File: src/rtl/rca_wide_add_seq.sv
// Multi-word add/subtract engine: one shared 32-bit ripple-carry adder walks
// WORDS words LSW first, carrying between words through a register.

module fulladder_32bit (
  input  logic [31:0] a,
  input  logic [31:0] b,
  input  logic        cin,
  output logic [31:0] sum,
  output logic        cout
);
  logic [32:0] c;

  assign c[0] = cin;

  for (genvar i = 0; i < 32; i++) begin : g_bit
    assign sum[i]   = a[i] ^ b[i] ^ c[i];
    assign c[i + 1] = (a[i] & b[i]) | (c[i] & (a[i] ^ b[i]));
  end

  assign cout = c[32];
endmodule

// state | meaning
// IDLE  | waiting for operands, in_ready high
// RUN   | one word per cycle through the shared adder
// DONE  | result presented, waiting for out_ready
module rca_wide_add_seq #(
  parameter int WORDS = 4
) (
  input  logic                  clk,
  input  logic                  rst,
  input  logic                  in_valid,
  output logic                  in_ready,
  input  logic                  in_sub,
  input  logic [WORDS*32-1:0]   in_a,
  input  logic [WORDS*32-1:0]   in_b,
  output logic                  out_valid,
  input  logic                  out_ready,
  output logic [WORDS*32-1:0]   out_sum,
  output logic                  out_cout,
  output logic                  out_ovf
);
  localparam int W  = WORDS * 32;
  localparam int IW = (WORDS > 1) ? $clog2(WORDS) : 1;

  typedef enum logic [1:0] {
    IDLE = 2'd0,
    RUN  = 2'd1,
    DONE = 2'd2
  } state_t;

  state_t         state, state_nxt;
  logic [W-1:0]   a_q, b_q;
  logic           carry_q;
  logic [IW-1:0]  idx_q;
  logic [31:0]    a_word, b_word, sum_word;
  logic           cout_word;
  logic           last_word;
  logic           accept;

  always_comb begin
    a_word = '0;
    b_word = '0;
    for (int w = 0; w < WORDS; w++) begin
      if (idx_q == IW'(w)) begin
        a_word = a_q[w*32 +: 32];
        b_word = b_q[w*32 +: 32];
      end
    end
  end

  fulladder_32bit u_add (
    .a    (a_word),
    .b    (b_word),
    .cin  (carry_q),
    .sum  (sum_word),
    .cout (cout_word)
  );

  assign last_word = (idx_q == IW'(WORDS - 1));

  always_ff @(posedge clk) begin
    if (rst) state <= IDLE;
    else     state <= state_nxt;
  end

  always_comb begin
    state_nxt = state;
    in_ready  = 1'b0;
    out_valid = 1'b0;
    accept    = 1'b0;
    case (state)
      IDLE: begin
        in_ready = 1'b1;
        if (in_valid) begin
          accept    = 1'b1;
          state_nxt = RUN;
        end
      end
      RUN: begin
        if (last_word) state_nxt = DONE;
      end
      DONE: begin
        out_valid = 1'b1;
        if (out_ready) state_nxt = IDLE;
      end
      default: state_nxt = IDLE;
    endcase
  end

  always_ff @(posedge clk) begin
    if (rst) begin
      a_q      <= '0;
      b_q      <= '0;
      carry_q  <= 1'b0;
      idx_q    <= '0;
      out_sum  <= '0;
      out_cout <= 1'b0;
      out_ovf  <= 1'b0;
    end else if (accept) begin
      // subtraction is a + ~b + 1: invert b here, seed the carry with 1
      a_q     <= in_a;
      b_q     <= in_b ^ {W{in_sub}};
      carry_q <= in_sub;
      idx_q   <= '0;
      out_sum <= '0;
    end else if (state == RUN) begin
      for (int w = 0; w < WORDS; w++) begin
        if (idx_q == IW'(w)) out_sum[w*32 +: 32] <= sum_word;
      end
      carry_q <= cout_word;
      if (last_word) begin
        out_cout <= cout_word;
        out_ovf  <= (a_q[W-1] == b_q[W-1]) && (sum_word[31] != a_q[W-1]);
      end else begin
        idx_q <= idx_q + 1'b1;
      end
    end
  end
endmodule

File: config.mk
export PLATFORM = sky130hd
export DESIGN_NAME = rca_wide_add_seq
export DESIGN_NICKNAME = d
export VERILOG_FILES = /design/src/rtl/rca_wide_add_seq.sv
export SDC_FILE = /design/constraint.sdc
export NUM_CORES = 1
export LEC_CHECK = 0
export CORE_ASPECT_RATIO = 0.75
export CORE_MARGIN = 2
export CORE_UTILIZATION = 45
export CTS_CLUSTER_SIZE = 20
export DETAILED_ROUTE_END_ITERATION = 8
export DONT_BUFFER_PORTS = 1
export PLACE_DENSITY = 0.66
export SLEW_MARGIN = 0
export SYNTH_ARGS = -nofsm -noshare
export SYNTH_HDL_FRONTEND = slang
export SYNTH_HIERARCHICAL = 1
export SYNTH_SLANG_ARGS = --single-unit
File: constraint.sdc
create_clock -name clk -period 19.55 [get_ports clk]
set_clock_uncertainty 0.15 [all_clocks]
set_input_delay 3.91 -clock clk [delete_from_list [all_inputs] [get_ports clk]]
set_output_delay 3.91 -clock clk [all_outputs]
set_load 0.005 [all_outputs]
Word level (Yosys, flattened, before mapping)
Index checks and enable logic that the tools add are counted.
W data, S select, Z words.
{ "op_classes": {"bitwise": 163, "n_eq_ne": 10, "shift": 0, "n_mul": 0, "mux": 18, "order_cmp": 0, "n_div": 0, "reduce_logical": 12, "add_sub_neg": 1} }
{ "ops": {"columns": ["operator", "n"], "rows": [
  ["$mux W32", 8],
  ["$xor A128 B128 Y128", 1],
  ["$and A1 B1 Y1", 64],
  ["$xor A1 B1 Y1", 64],
  ["$or A1 B1 Y1", 32],
  ["$reduce_and A2 Y1", 5],
  ["$eq A2 B2 Y1 const B", 3],
  ["$mux W1", 6],
  ["$mux W2", 3],
  ["$ne A2 B2 Y1 const B", 3],
  ["$pmux W2 S3", 1],
  ["$reduce_and A3 Y1", 2],
  ["$eq A2 B1 Y1 const B", 2],
  ["$logic_not A2 Y1", 2],
  ["$add A2 B1 Y2 const B", 1],
  ["$not A1 Y1", 2],
  ["$reduce_bool A2 Y1", 1],
  ["$reduce_or A2 Y1", 1],
  ["$eq A1 B1 Y1", 1],
  ["$logic_and A1 B1 Y1", 1],
  ["$ne A1 B1 Y1", 1]
]} }
{ "word_totals": {"output_inout_bits": 132, "mem_bits_ro": 0, "word_cells": 215, "ram_bits": 0, "ff_bits": 391, "in_bits": 261, "latchBits": 0, "n_memories": 0} }

Longest topological paths before layout
{ "logic_depth": {"depth_word": 72, "mapped_depth": 46, "mapped_depth_nobuf": 44} }

Cells and area by module
The synthesis kept the hierarchy.
{ "modules_own_cells": {"columns": ["module", "cells_each", "instances", "area_per_inst_um2", "seq_area_each_um2"], "rows": [
  ["rca_wide_add_seq", 2030, 1, 16460.8, 7827.5],
  ["fulladder_32bit", 42, 1, 678.2, 0.0]
]} }

Least setup slack after synthesis
OpenSTA, ideal clock, no wires.
{ "synth_path": {"path_kind": "reg2reg", "start": "reg idx_q[0]", "end": "reg out_ovf", "t_arrival_ps": 14144, "path_slack_ps": 5124, "path_stages_with_launch": 47, "n_path_buf": 2, "t_required_ps": 19268, "setup_ps": 132, "synth_period_minus_slack_ps": 14426, "path_cell_list": "dfxtp_1 -> inv_1 -> ha_1 -> nor2b_1 -> buf_2 -> buf_1 -> a221oi_1 -> o31ai_1 -> fa_1 -> fa_1 -> fa_1 -> fa_1 -> fa_1 -> fa_1 -> fa_1 -> fa_1 -> fa_1 -> fa_1 -> (+11 left out) -> fa_1 -> fa_1 -> fa_1 -> fa_1 -> fa_1 -> fa_1 -> fa_1 -> fa_1 -> fa_1 -> fa_1 -> fa_1 -> fa_1 -> inv_1 -> fa_1 -> inv_1 -> and3b_1 -> a211oi_1 -> nor3_1"} }
{ "synth_via": {"elab_chain_len": 71, "word_cells_on_any_way": 141, "cone_classes": "eq/ne (4); mux (8); bitwise (126); reduce/logical (3)"} }
{ "synth_rtl": {"columns": ["item", "line", "source"], "rows": [
  ["start: declaration", "55", "logic [IW-1:0] idx_q;"],
  ["start signal: assignment", "136", "idx_q <= idx_q + 1'b1;"],
  ["$logic_not A2 Y1", "65", "if (idx_q == IW'(w)) begin"],
  ["$mux W32 (3 in series)", "65", null],
  ["$mux W32 (*)", "65", null],
  ["net a_word[0]", "56", "logic [31:0] a_word, b_word, sum_word;"],
  ["$xor A1 B1 Y1", "17", "assign c[i + 1] = (a[i] & b[i]) | (c[i] & (a[i] ^ b[i]));"],
  ["$and A1 B1 Y1", "17", null],
  ["$or A1 B1 Y1 (*)", "17", null],
  ["$and A1 B1 Y1 (*)", "17", null],
  ["(+55 left out)", null, null],
  ["$and A1 B1 Y1 (*)", "17", null],
  ["$or A1 B1 Y1 (*)", "17", null],
  ["$and A1 B1 Y1 (*)", "17", null],
  ["$or A1 B1 Y1 (*)", "17", null],
  ["$xor A1 B1 Y1 (*)", "16", "assign sum[i] = a[i] ^ b[i] ^ c[i];"],
  ["net sum_word[31]", "56", null],
  ["$ne A1 B1 Y1 (*)", "134", "out_ovf <= (a_q[W-1] == b_q[W-1]) && (sum_word[31] != a_q[W-1]);"],
  ["$logic_and A1 B1 Y1 (*)", "134", null],
  ["end signal: assignment", "134", null],
  ["end: declaration", "41", "output logic out_ovf"]
]} }
The timed path passes the listed nets; every way through them passes the cells marked *.
A chain may end at the register's enable or synchronous reset.

Worst setup path after layout
{ "layout_path": {"start": "reg idx_q[0]", "end": "reg out_ovf"} }
{ "layout_via": {"elab_chain_len": 71, "word_cells_on_any_way": 141, "cone_classes": "eq/ne (4); mux (8); bitwise (126); reduce/logical (3)"} }
{ "layout_rtl": {"columns": ["item", "line"], "rows": [
  ["$logic_not A2 Y1", "65"],
  ["$mux W32 (3 in series)", "65"],
  ["$mux W32 (*)", "65"],
  ["net b_word[0]", "56"],
  ["$xor A1 B1 Y1", "17"],
  ["$and A1 B1 Y1", "17"],
  ["$or A1 B1 Y1 (*)", "17"],
  ["$and A1 B1 Y1 (*)", "17"],
  ["(+55 left out)", null],
  ["$and A1 B1 Y1 (*)", "17"],
  ["$or A1 B1 Y1 (*)", "17"],
  ["$and A1 B1 Y1 (*)", "17"],
  ["$or A1 B1 Y1 (*)", "17"],
  ["$xor A1 B1 Y1 (*)", "16"],
  ["net sum_word[31]", "56"],
  ["$ne A1 B1 Y1 (*)", "134"],
  ["$logic_and A1 B1 Y1 (*)", "134"]
]} }
Marked as above.

==> reports/qor.yml <==
outcome: "complete, no violations"
grt_overflow: 0
arrival_ns: 16.01
drv_cap: 0
routabilityCongestion: 0.866
final_common_cell: "nand2_1"
cp.required_ns: 19.80
cp_slowest_stage_delay_ns: 0.65
setup_viol: 0
power.density_nw_per_um2: 102
io_buffers: 0
tightest_slew_ns: 1.35
crit_fanout: 73
multi_input_area_um2: 8440
drc: 0
placedCellCount: 2405
post-route-period-util_pct: 80.6
vias: 14000
timing.fmax_mhz: 63.4
path_clk_slew_ns: 0.06
period_needed_ns: 15.76
setup.worst_path.end_class: "flip-flop"
die-area_um2: 39700
first_pass_iters: 6
drt-initial-drc-count: 1444
wl_per_cell_um: 21.9
tns_ns: 0
hold_buffers: 0
p_leak_nw: 6.21
hpwlAfterDp_um: 38300
crit_type: "flip-flop to flip-flop"
tritoncts: "done"
power_w: 0.00187
hold_viol: 0
die_h_um: 173
nFillCells: 3566
path_common_cell: "fa_1"
die_w_um: 229
viasPerCell: 5.63
syn_area_um2: 17100
ys_seq_area_share_pct: 45.7
cts.sinks: 391
cts_buffers: 40
finalWorstSetupSlack_ns: 3.79
grt_pass1_wl_um: 80300
syn_inst: 2072
clk_latency_ns: 0.54
grt_setup_unrepaired: "false"
drtAntennaViolNets: 0
hold_class: "flip-flop to flip-flop"
maxSlewHeadroom_pct: 9.67
syn_nets: 2369
nets: 2240
dp_slack_ns: 3.91
ios: 393
coreArea_um2: 37300
regArea_um2: 7830
rows: 61
cts_max_path_buffers: 3
synth.avg_cell_area_um2: 8.27
post_cts_resize_count: 0
max-vdd-ir-drop_mv: 0.0534
routed_wirelength_um: 54300
mostFrequentLayoutCells: "578 x nand2_1, 391 x dfxtp_1, 259 x a21oi_1, 134 x nor2_1"
start_util_pct: 45.9
layout-drive-gt1-share_pct: 4.67
grt_util_all_layers_pct: 26.3
root_buffer: "clkbuf_16"
slowest_stage: "ha_4"
antenna_found_initial: 5
grt_max_degree: 263
postLayoutCellArea_um2: 18400
grt_pass1_vias: 12900
cts-htree-levels: 2
dpl_cell_area_um2: 17100
area_growth_pct: 7.28
yosys_warnings: 6
ys_ff_latch: 391
post-cts-setup-buffer-count: 0
ys_types: 26
finalNonFillerCells: 2478
slew_violations: 0
critPathLaunchType: "flip-flop"
## final timing paths
check | start | endpoint | slack [ns] | cells past startpoint
setup / recovery | idx_q[0]$_SDFFE_PP0P_ | out_ovf$_SDFFE_PP0P_ | 3.79 | 44
hold / removal | a_q[116]$_SDFFE_PP0P_ | a_q[116]$_SDFFE_PP0P_ | 0.31 | 2
setup reg to reg | idx_q[0]$_SDFFE_PP0P_ | out_ovf$_SDFFE_PP0P_ | 3.79 | 44
hold reg to reg | a_q[116]$_SDFFE_PP0P_ | a_q[116]$_SDFFE_PP0P_ | 0.31 | 2
## layer usage
metal / vias to the layer above / GRT usage, % / part of all wire, %
li1: 6710 / - / -
met1: 6627 / 38.3 / 46
met2: 537 / 38.3 / 42
met3: 83 / 6.74 / 8.9
met4: 6 / 7.68 / 2.5
met5: - / 0 / 0.079
## registers in the layout (all words and copies together), names as in the netlist
| signal | flops |
|---|---|
| a_q | 128 |
| b_q | 128 |
| out_sum | 128 |
| idx_q | 2 |
| state | 2 |
| carry_q | 1 |
| out_cout | 1 |
| out_ovf | 1 |
## where the power goes
group	internal [W]	switching (W)
logic	0.0000852	0.000154
clock network	0.000441	0.000326
registers	0.000840	0.0000275
## cell type report
class	instances	area share, %
timing repair buffer	16	0.721
antenna	2	0.0272
tap	504	3.43
inverter	13	0.265
sequential	391	42.6
multi-input combinational	1481	45.9
clock inverter	18	0.830
clock buffer	53	6.26
## per-stage QoR
step / utilization, % / hold WS (ns)
2_1_floorplan: - / 0.286
3_3_place_gp: 45.8 / 0.295
3_5_place_dp: 45.8 / 0.297
4_1_cts: 49.3 / 0.305
5_1_grt: 49.3 / 0.320
6_report: 49.3 / 0.306
## cells in the mapped netlist
cell type | instances | area, um^2
nand2_1 | 578 | 2170
nor2b_1 | 66 | 413
nor3b_4 | 1 | 18.8
clkbuf_1 | 81 | 304
a211oi_1 | 129 | 968
buf_2 | 77 | 385
nor3b_1 | 1 | 7.51
nor2_1 | 134 | 503
inv_1 | 13 | 48.8
ha_1 | 4 | 50.1
mux2i_1 | 2 | 20.0
dfxtp_1 | 391 | 7830
nand2b_1 | 3 | 18.8
fa_1 | 32 | 641
and3b_1 | 5 | 43.8
o31ai_1 | 64 | 480
o21ba_2 | 1 | 10.0
nand3b_1 | 4 | 30.0
or3b_2 | 1 | 8.76
buf_1 | 10 | 37.5
buf_4 | 19 | 143
a21oi_1 | 259 | 1300
xnor2_1 | 129 | 1130
a221oi_1 | 64 | 561
or3b_1 | 1 | 8.76
nor3_1 | 3 | 15.0
## cells by family (layout without fill, tap and decap cells)
kind of cell / Yosys count / count (layout) / share of synthesized area, %
flip-flops: 391 / 391 / 45.7
other: 0 / 2 / 0
multiplexers: 2 / 2 / 0.117
buffers and inverters: 200 / 100 / 5.36
XOR/XNOR: 129 / 129 / 6.59
adder cells (fa/ha/maj): 36 / 36 / 4.03
AND/OR/NAND/NOR: 797 / 797 / 18.9
AO/OA/AOI/OAI: 517 / 517 / 19.3
## critical path, delay by kind of cell (launching register included)
kind	cells	cell delay, ns
compound gates	2	0.30
fa+ha+maj	33	13.18
buf+inv	6	1.08
flops	1	0.37
simple gates	3	0.48
(Power assumes the default switching activity.)
